[src/rtl/mips_pkg.sv]
// Shared MIPS pipeline constants and types for the execute/memory boundary.
package mips_pkg;

  typedef enum logic [0:0] {
    IDLE    = 1'b0,
    MEM_REQ = 1'b1
  } state_e;

  localparam int unsigned XLEN                = 32;
  localparam int unsigned ALIGN_BITS          = 2;
  localparam int unsigned WORD_ADDR_W         = XLEN - ALIGN_BITS;
  localparam int unsigned REG_ADDR_W          = 5;
  localparam logic [REG_ADDR_W-1:0] REG_ZERO  = 5'd0;
  localparam int unsigned DEFAULT_ACK_TIMEOUT = 255;

endpackage

[src/rtl/ack_timer.sv]
// Loadable up-counter with clear and a terminal-count flag, used to bound memory ack waits.
module ack_timer #(
  parameter int unsigned WIDTH    = 8,
  parameter int unsigned TERMINAL = 254
) (
  input  logic             clk,
  input  logic             reset,
  input  logic             clr,
  input  logic             load,
  input  logic [WIDTH-1:0] load_val,
  input  logic             inc,
  output logic             tc_c
);

  logic [WIDTH-1:0] count_q, count_d;

  // Clear dominates load, load dominates increment.
  always_comb begin
    count_d = count_q;
    if (clr) begin
      count_d = '0;
    end else if (load) begin
      count_d = load_val;
    end else if (inc) begin
      count_d = count_q + WIDTH'(1);
    end
  end

  always_ff @(posedge clk) begin
    if (reset) begin
      count_q <= '0;
    end else begin
      count_q <= count_d;
    end
  end

  assign tc_c = (count_q == WIDTH'(TERMINAL));

endmodule

[src/rtl/ex_mem_stage.sv]
// EX/MEM stage: registers the ALU bundle, resolves branches, runs the data-memory
// req/ack access and emits exactly one write-back record per accepted bundle.
module ex_mem_stage
  import mips_pkg::*;
#(
  parameter int unsigned ACK_TIMEOUT = DEFAULT_ACK_TIMEOUT
) (
  input  logic                   clk,
  input  logic                   reset,
  input  logic                   in_valid,
  output logic                   in_ready,
  input  logic [XLEN-1:0]        alu_out,
  input  logic [XLEN-1:0]        write_data,
  input  logic [REG_ADDR_W-1:0]  write_reg_addr,
  input  logic [XLEN-1:0]        pc_branch,
  input  logic                   zero,
  input  logic                   mem_read,
  input  logic                   mem_write,
  input  logic                   reg_write,
  input  logic                   branch_eq,
  input  logic                   branch_ne,
  output logic                   dmem_req,
  output logic                   dmem_we,
  output logic [WORD_ADDR_W-1:0] dmem_addr,
  output logic [XLEN-1:0]        dmem_wdata,
  input  logic                   dmem_ack,
  input  logic [XLEN-1:0]        dmem_rdata,
  output logic                   branch_taken,
  output logic [XLEN-1:0]        branch_target,
  output logic                   wb_valid,
  output logic                   wb_reg_write,
  output logic [REG_ADDR_W-1:0]  wb_reg_addr,
  output logic [XLEN-1:0]        wb_data,
  output logic                   mem_fault
);

  localparam int unsigned CNT_W = $clog2(ACK_TIMEOUT + 1);

  state_e                  state_q, state_d;
  logic                    in_ready_q, in_ready_d;
  logic                    dmem_req_q, dmem_req_d;
  logic                    dmem_we_q, dmem_we_d;
  logic [WORD_ADDR_W-1:0]  dmem_addr_q, dmem_addr_d;
  logic [XLEN-1:0]         dmem_wdata_q, dmem_wdata_d;
  logic [REG_ADDR_W-1:0]   mem_dest_q, mem_dest_d;
  logic                    mem_rw_q, mem_rw_d;
  logic                    wb_valid_q, wb_valid_d;
  logic                    wb_reg_write_q, wb_reg_write_d;
  logic [REG_ADDR_W-1:0]   wb_reg_addr_q, wb_reg_addr_d;
  logic [XLEN-1:0]         wb_data_q, wb_data_d;
  logic                    mem_fault_q, mem_fault_d;
  logic                    branch_taken_q, branch_taken_d;
  logic [XLEN-1:0]         branch_target_q, branch_target_d;

  logic xfer, is_mem, is_branch, misaligned, br_cond;
  logic tmr_clr, tmr_load, tmr_inc, tmr_tc;

  assign xfer       = in_valid & in_ready_q;
  assign is_mem     = mem_read | mem_write;
  assign is_branch  = branch_eq | branch_ne;
  assign misaligned = |alu_out[ALIGN_BITS-1:0];
  assign br_cond    = (branch_eq & zero) | (branch_ne & ~zero);

  ack_timer #(
    .WIDTH    (CNT_W),
    .TERMINAL (ACK_TIMEOUT - 1)
  ) u_ack_timer (
    .clk      (clk),
    .reset    (reset),
    .clr      (tmr_clr),
    .load     (tmr_load),
    .load_val (CNT_W'(0)),
    .inc      (tmr_inc),
    .tc_c     (tmr_tc)
  );

  // Next-state and registered-output logic; pulses default low every cycle.
  always_comb begin
    state_d         = state_q;
    dmem_req_d      = dmem_req_q;
    dmem_we_d       = dmem_we_q;
    dmem_addr_d     = dmem_addr_q;
    dmem_wdata_d    = dmem_wdata_q;
    mem_dest_d      = mem_dest_q;
    mem_rw_d        = mem_rw_q;
    wb_valid_d      = 1'b0;
    wb_reg_write_d  = 1'b0;
    wb_reg_addr_d   = wb_reg_addr_q;
    wb_data_d       = wb_data_q;
    mem_fault_d     = 1'b0;
    branch_taken_d  = 1'b0;
    branch_target_d = '0;
    tmr_clr         = 1'b0;
    tmr_load        = 1'b0;
    tmr_inc         = 1'b0;

    case (state_q)
      IDLE: begin
        if (xfer) begin
          branch_taken_d  = br_cond;
          branch_target_d = br_cond ? pc_branch : '0;
          if (is_mem && !misaligned) begin
            // mem_read wins when both read and write are set.
            state_d      = MEM_REQ;
            dmem_req_d   = 1'b1;
            dmem_we_d    = mem_write & ~mem_read;
            dmem_addr_d  = alu_out[XLEN-1:ALIGN_BITS];
            dmem_wdata_d = write_data;
            mem_dest_d   = write_reg_addr;
            mem_rw_d     = mem_read & reg_write;
            tmr_load     = 1'b1;
          end else begin
            wb_valid_d     = 1'b1;
            wb_reg_addr_d  = write_reg_addr;
            wb_data_d      = alu_out;
            wb_reg_write_d = reg_write & ~is_mem & ~is_branch &
                             (write_reg_addr != REG_ZERO);
            mem_fault_d    = is_mem;
          end
        end
      end
      MEM_REQ: begin
        if (dmem_ack) begin
          // An ack on the terminal cycle still completes the access.
          state_d        = IDLE;
          dmem_req_d     = 1'b0;
          wb_valid_d     = 1'b1;
          wb_reg_addr_d  = mem_dest_q;
          wb_reg_write_d = mem_rw_q & (mem_dest_q != REG_ZERO);
          if (!dmem_we_q) begin
            wb_data_d = dmem_rdata;
          end
          tmr_clr = 1'b1;
        end else if (tmr_tc) begin
          state_d       = IDLE;
          dmem_req_d    = 1'b0;
          wb_valid_d    = 1'b1;
          wb_reg_addr_d = mem_dest_q;
          mem_fault_d   = 1'b1;
          tmr_clr       = 1'b1;
        end else begin
          tmr_inc = 1'b1;
        end
      end
      default: begin
        state_d    = IDLE;
        dmem_req_d = 1'b0;
        tmr_clr    = 1'b1;
      end
    endcase

    in_ready_d = (state_d == IDLE);
  end

  always_ff @(posedge clk) begin
    if (reset) begin
      state_q         <= IDLE;
      in_ready_q      <= 1'b1;
      dmem_req_q      <= 1'b0;
      dmem_we_q       <= 1'b0;
      dmem_addr_q     <= '0;
      dmem_wdata_q    <= '0;
      mem_dest_q      <= '0;
      mem_rw_q        <= 1'b0;
      wb_valid_q      <= 1'b0;
      wb_reg_write_q  <= 1'b0;
      wb_reg_addr_q   <= '0;
      wb_data_q       <= '0;
      mem_fault_q     <= 1'b0;
      branch_taken_q  <= 1'b0;
      branch_target_q <= '0;
    end else begin
      state_q         <= state_d;
      in_ready_q      <= in_ready_d;
      dmem_req_q      <= dmem_req_d;
      dmem_we_q       <= dmem_we_d;
      dmem_addr_q     <= dmem_addr_d;
      dmem_wdata_q    <= dmem_wdata_d;
      mem_dest_q      <= mem_dest_d;
      mem_rw_q        <= mem_rw_d;
      wb_valid_q      <= wb_valid_d;
      wb_reg_write_q  <= wb_reg_write_d;
      wb_reg_addr_q   <= wb_reg_addr_d;
      wb_data_q       <= wb_data_d;
      mem_fault_q     <= mem_fault_d;
      branch_taken_q  <= branch_taken_d;
      branch_target_q <= branch_target_d;
    end
  end

  assign in_ready      = in_ready_q;
  assign dmem_req      = dmem_req_q;
  assign dmem_we       = dmem_we_q;
  assign dmem_addr     = dmem_addr_q;
  assign dmem_wdata    = dmem_wdata_q;
  assign wb_valid      = wb_valid_q;
  assign wb_reg_write  = wb_reg_write_q;
  assign wb_reg_addr   = wb_reg_addr_q;
  assign wb_data       = wb_data_q;
  assign mem_fault     = mem_fault_q;
  assign branch_taken  = branch_taken_q;
  assign branch_target = branch_target_q;

  // Upstream must never issue read+write together or a branch with a memory op.
  illegal_ctrl_a: assert property (@(posedge clk) disable iff (reset)
    xfer |-> (!(mem_read && mem_write) && !(is_branch && is_mem)));

endmodule
[config.mk]
export PLATFORM = sky130hd
export DESIGN_NAME = ex_mem_stage
export DESIGN_NICKNAME = d
export VERILOG_FILES = /design/src/rtl/mips_pkg.sv /design/src/rtl/ack_timer.sv /design/src/rtl/ex_mem_stage.sv
export SDC_FILE = /design/constraint.sdc
export NUM_CORES = 1
export LEC_CHECK = 0
export CORE_MARGIN = 1
export CORE_UTILIZATION = 37
export DETAILED_ROUTE_END_ITERATION = 7
export GPL_TIMING_DRIVEN = 1
export PLACE_DENSITY = 0.84
export SYNTH_ARGS = -nofsm -noshare
export SYNTH_HDL_FRONTEND = slang
export SYNTH_SLANG_ARGS = --single-unit
[constraint.sdc]
create_clock -name clk -period 1.7 [get_ports clk]
set_input_delay 0.34 -clock clk [delete_from_list [all_inputs] [get_ports clk]]
set_output_delay 0.34 -clock clk [all_outputs]
set_load 0.03 [all_outputs]
---- Yosys cells after proc, flatten, opt, wreduce, memory -nomap -nowiden ----
Cells that the tools add are included.
word-level totals
  register bits after elaboration ......... 153
  latch bits .............................. 0
  bits in writable memories ............... 0
  memory bits (read-only) ................. 0
  input port bits ......................... 143
  logic and storage cells ................. 92
  memories ................................ 0
cells by class
  add/subtract/negate cells ............... 1
  multiply operators ...................... 0
  div/mod/pow operators ................... 0
  order comparisons ....................... 0
  equality and inequality tests ........... 7
  shift-type cells ........................ 0
  mux-type cells .......................... 36
  bitwise gates (word level) .............. 20
  reduce and logical (&&, ||, !) cells .... 12
operator list
  kind                                                                      number
  32-bit 2-to-1 mux                                                         4
  32-bit case mux with 2 select lines                                       1
  1-bit 2-to-1 mux                                                          21
  5-bit 2-to-1 mux                                                          4
  2-bit inequality test (second input constant)                             5
  1-bit case mux with 2 select lines                                        5
  5-bit case mux with 2 select lines                                        1
  5-bit nonzero test                                                        2
  1-bit bitwise AND                                                         9
  3-bit AND reduction                                                       3
  8-bit by 1-bit adder with 8-bit output (second input constant)            1
  8-bit == test (second input constant)                                     1
  1-bit NOT                                                                 8
  3-bit OR reduction                                                        2
  4-bit AND reduction                                                       1
  4-bit OR reduction                                                        1
  3-bit by 2-bit inequality test with 1-bit output (second input constant)  1
  1-bit bitwise OR                                                          3
  2-bit OR reduction                                                        1
  1-bit logical AND                                                         1
  1-bit logical NOT                                                         1

---- Longest topological paths before layout ----
  depth in word-level cells ............... 8
  mapped depth ............................ 7
  depth with buffers taken out ............ 6

---- Hierarchy ----
From an unflattened synthesis, not the netlist that was laid out.
second synthesis, totals
  cell total of the unflattened synthesis .. 669
  area total of the unflattened synthesis .. 5835.6 µm²
by module, submodules not included
  module        times used  cells an instance  area an instance (µm²)  sequential area each (µm²)
  ex_mem_stage  1           616                5381.4                  2902.8
  ack_timer     1           53                 454.2                   160.2

---- Worst setup path before layout ----
Ideal clock, no wire load.
  kind .................................... reg-to-reg
  start ................................... register in_ready_q (netlist: in_ready)
  end ..................................... register u_ack_timer.count_q[2]
  data arrival time ....................... 1.604 ns
  data required time ...................... 1.559 ns
  slack ................................... -0.044 ns
  cell stages (with the launch flop) ...... 7
  period minus slack after synthesis ...... 1.744 ns
  cells stage by stage .................... dfxtp_1 > nand2_1 > or4_1 > buf_4 > buf_6 > nand2_4 > a311oi_1
between the ends
  cells in the longest elaborated chain, start to end .. 4
RTL lines
  what                                 RTL line             text
  start: declaration                   ex_mem_stage.sv:40   logic in_ready_q, in_ready_d;
  start signal: assignment             ex_mem_stage.sv:174  in_ready_q <= in_ready_d;
  1-bit bitwise AND                    ex_mem_stage.sv:58   assign xfer = in_valid & in_ready_q;
  1-bit 2-to-1 mux                     ex_mem_stage.sv:99   if (xfer) begin
  1-bit 2-to-1 mux                     ex_mem_stage.sv:97   case (state_q)
  3-bit OR reduction (no source line)  -
  end signal: assignment               ack_timer.sv:33      count_q <= count_d;
  end: declaration                     ack_timer.sv:15      logic [WIDTH-1:0] count_q, count_d;
Every way passes these cells.
A chain may end at the register's enable or synchronous reset.

---- Final worst setup path ----
  start ................................... input port in_valid
  end ..................................... register wb_data_q[9] (netlist: wb_data[9])
between the ends
  cells in the longest elaborated chain, start to end .. 3
RTL lines
  what                                    RTL line             text
  start: declaration                      ex_mem_stage.sv:10   input logic in_valid,
  1-bit bitwise AND                       ex_mem_stage.sv:58
  2-bit inequality test (no source line)  -
  4-bit AND reduction (no source line)    -
  end signal: assignment                  ex_mem_stage.sv:184  wb_data_q <= wb_data_d;
  end: declaration                        ex_mem_stage.sv:50   logic [XLEN-1:0] wb_data_q, wb_data_d;
Every way passes these cells.

==> impl_metrics.py <==
metrics = {
    "outcome": {
        "status": "completed",
    },
    "global_routing": {
        "use_met1": 0.251,
        "grt_pass1_wl_um": 28200,
        "busiest_layer": "met2",
        "grtUsageTotal": 0.227,
        "grt_pass1_vias": 5513,
        "grtUsageMet2": 0.403,
        "grt_max_degree": 45,
        "grt_overflow_total": 0,
        "antenna_found_initial": 0,
        "use_met3": 0.0873,
    },
    "floorplanning": {
        "dieArea_um2": 16100,
        "rows": 45,
        "io_pins": 281,
        "die_w_um": 127,
        "die_h_um": 127,
        "start_util": 0.379,
        "fp.coreArea_um2": 15200,
    },
    "clock_tree": {
        "cts_inserted_buffers": 17,
        "hold_buffers": 0,
        "clockBufferDepth": 2,
        "insertion_delay_ns": 0.42,
        "cts_tree": "done",
        "cts_root_buf": "clkbuf_16",
        "htree_levels": 4,
        "clkSinkCount": 153,
        "cts.clk_slew.worst_paths_ns": 0.06,
    },
    "worst_setup_path": {
        "critPathKind": "in2reg",
        "endpoint_kind": "flop",
        "required_ns": 1.98,
        "critPathMaxFanout": 7,
        "r2r_cells": 6,
        "crit_cells": 7,
        "crit_chain": "clkdlybuf4s50_1 -> nand2_2 -> a211oi_4 -> buf_6 -> or2_4 -> clkbuf_16 -> a211oi_1",
        "path_buf_inv": 3,
        "crit_slowest_cell": "clkdlybuf4s50_1",
        "crit_path_start_kind": "primary input",
        "max_stage_delay_ns": 0.47,
        "arrival_ns": 1.90,
        "path_delay_family": "buffers and inverters",
    },
    "final_layout": {
        "syn2layout_area_growth_pct": 66.8,
        "diodes": 0,
        "nNetsFinal": 1074,
        "final_area_um2": 9610,
        "drive_above_1_share": 0.109,
    },
    "routing": {
        "drc": 0,
        "drt-initial-drc-count": 279,
        "wl_per_cell_um": 16.8,
        "dr.pass1.iters": 6,
        "vias": 5625,
        "via_per_inst": 4.98,
        "wirelength_um": 19000,
        "ant_nets": 0,
    },
    "timing": {
        "finClkSkew_ns": 0.0116,
        "fmax_ghz": 0.617,
        "finalCritPeriodShare": 0.953,
        "worst_pin_slew_ns": 0.421,
        "fin_ws_ns": 0.0805,
        "rsz0062_at_grt": "false",
        "finalSetupViolations": 0,
        "slew_headroom": 0.719,
        "period_needed_ns": 1.62,
        "hold_viol_final": 0,
        "drv_slew": 0,
    },
    "yosys": {
        "yosys.area_share.adder": 0.00434,
        "yosys.area_share.simple": 0.210,
        "synth_cell_type_count": 47,
        "synth_compound_area_frac": 0.126,
        "synth.avg_cell_area_um2": 9.19,
        "netlist_area_um2": 5760,
        "synth_xor_xnor_area_share": 0.00608,
        "syn_nets": 772,
        "yosysWarnings": 0,
        "synth-seq-cells": 153,
        "synth_mux_area_frac": 0.0758,
        "synth_top_family_by_area": "simple AND/OR/NAND/NOR gates",
        "synth_cells": 627,
        "ys_seq_area_frac": 0.532,
    },
    "power_and_ir_drop": {
        "vdd_drop_max_uv": 846,
        "p_per_area_nw_per_um2": 981,
        "p_leak_uw": 0.00414,
        "p_total_uw": 9420,
    },
    "min_path": {
        "min_path_cells": 3,
        "hold_path_class": "in2reg",
    },
    "place": {
        "globalplace.congestion": 0.832,
        "place_area_um2": 8970,
        "place_ws_ns": -0.642,
        "place_hpwl_um": 13500,
        "io_buffers": 280,
    },
    "flow_run": {
        "maxCapViolations": 0,
    },
}
==> timing repair <==
| action | in CTS | in global routing |
|---|---|---|
| hold endpoints to repair | 0 | 0 |
| setup endpoints to repair | 222 | 32 |
| buffers inserted | 0 | 2 |
| gates cloned | 0 | 5 |
| resized for setup | 150 | 8 |
| pin swaps | 2 | 8 |
==> through the flow <==
step           hold WS (ns)  instances  utilization  setup TNS [ns]
2_1_floorplan         0.432        627            -               0
3_3_place_gp          0.441       1092        0.590          -62.50
3_5_place_dp          0.445       1092        0.590          -64.41
4_1_cts               0.359       1124        0.623               0
5_1_grt               0.320       1130        0.632               0
6_report              0.322       1130        0.632               0
==> Yosys cell counts (all sizes together) <==
cell | count | area [um2]
dfxtp | 153 | 3060
nand2 | 140 | 533
a21oi | 73 | 365
mux2i | 38 | 380
a211oi | 34 | 268
nor3 | 33 | 165
and2 | 32 | 200
buf | 29 | 191
clkbuf | 19 | 71.3
nor2 | 19 | 71.3
nor2b | 6 | 37.5
mux2 | 5 | 56.3
nand3 | 4 | 20.0
or2 | 4 | 27.5
or4 | 4 | 30.0
o21ai | 3 | 15.0
xor2 | 3 | 26.3
and3 | 2 | 12.5
and3b | 2 | 17.5
ha | 2 | 25.0
nand4 | 2 | 12.5
nor4 | 2 | 33.8
o211ai | 2 | 15.0
a21boi | 1 | 7.51
a21o | 1 | 7.51
a311oi | 1 | 8.76
a31oi | 1 | 6.26
a32o | 1 | 10.0
and2b | 1 | 7.51
and4 | 1 | 8.76
and4b | 1 | 10.0
inv | 1 | 3.75
nand3b | 1 | 7.51
nand4b | 1 | 8.76
o21a | 1 | 7.51
o22ai | 1 | 6.26
o31ai | 1 | 7.51
or3 | 1 | 6.26
xnor2 | 1 | 8.76
==> area by class of cell <==
cell class                      instances  area [um2]
Inverter                                1        3.75
Clock buffer                           20         467
Tap cell                              188         235
Fill cell                            1274        5590
Sequential cell                       153        3060
Multi-Input combinational cell        425        2460
Timing Repair Buffer                  331        3220
Clock inverter                         12         164
==> flip-flops by register name (all words and copies together), names as in the netlist <==
signal / count
wb_data: 32
dmem_addr: 30
branch_taken: 1
dmem_we: 1
mem_dest_q: 5
wb_reg_write: 1
u_ack_timer.count_q: 8
mem_rw_q: 1
wb_reg_addr: 5
in_ready: 1
mem_fault: 1
dmem_req: 1
state_q: 1
wb_valid: 1
dmem_wdata: 32
branch_target: 32
==> cells by family after synthesis <==
logic type | after synthesis
DFF | 153
AOI/OAI and AO/OA | 120
and+or+nand+nor | 256
muxes | 43
adders and majority gates | 2
buffers and inverters | 49
xor gates and xnor gates | 4
==> metal layers <==
layer | vias up | share of wire
met3 | 24 | 0.086
met5 | - | 0
met1 | 2602 | 0.40
li1 | 2742 | -
met2 | 257 | 0.50
met4 | 0 | 0.020
==> worst min-delay path, stage by stage <==
cell and delay, ns:
dlymetal6s2s_1 0.16, nand3b_1 0.12, a21oi_1 0.06
==> report_power, final <==
| part | switching, uW | internal, uW | total [uW] |
|---|---|---|---|
| clock network | 1520 | 2450 | 3970 |
| logic | 856 | 770 | 1630 |
| registers | 74.7 | 3760 | 3830 |
| total | 2450 | 6980 | 9420 |
==> worst paths after layout <==
path / to / start / slack [ns]
setup / recovery: wb_data[9]$_SDFFE_PP0P_ / in_valid / 0.08
hold / removal: dmem_we$_SDFFE_PP0P_ / mem_write / 0.32
setup reg to reg: wb_data[31]$_SDFFE_PP0P_ / state_q$_SDFF_PP0_ / 0.10
hold reg to reg: dmem_addr[14]$_SDFFE_PP0P_ / dmem_addr[14]$_SDFFE_PP0P_ / 0.45
==> placed cells by master, fill, tap and decap left out, types with 2 or more instances in the layout <==
cell | synthesis | layout
and3_1 | 2 | 2
and2_1 | 32 | 32
nand2_1 | 139 | 138
buf_12 | 0 | 7
dlymetal6s2s_1 | 0 | 2
dfxtp_1 | 153 | 152
and3b_1 | 2 | 2
mux2i_1 | 38 | 38
nand4_1 | 2 | 2
a211oi_1 | 33 | 33
o21ai_2 | 0 | 2
clkdlybuf4s50_1 | 0 | 137
nor2b_1 | 6 | 6
mux2_2 | 5 | 5
dlygate4sd2_1 | 0 | 139
inv_6 | 0 | 2
nor2_1 | 19 | 19
nand3_1 | 4 | 4
a21oi_1 | 73 | 73
buf_4 | 1 | 31
bufinv_16 | 0 | 3
o211ai_1 | 2 | 2
clkinv_4 | 0 | 2
or4_1 | 4 | 3
clkbuf_8 | 0 | 3
nor3_1 | 33 | 33
xor2_1 | 3 | 3
ha_1 | 2 | 2
buf_6 | 7 | 9
buf_8 | 0 | 2
clkbuf_16 | 0 | 21
clkinvlp_4 | 0 | 3
nor4_4 | 1 | 2
or2_4 | 1 | 3
Note: power is estimated with default switching activity, not from simulation.
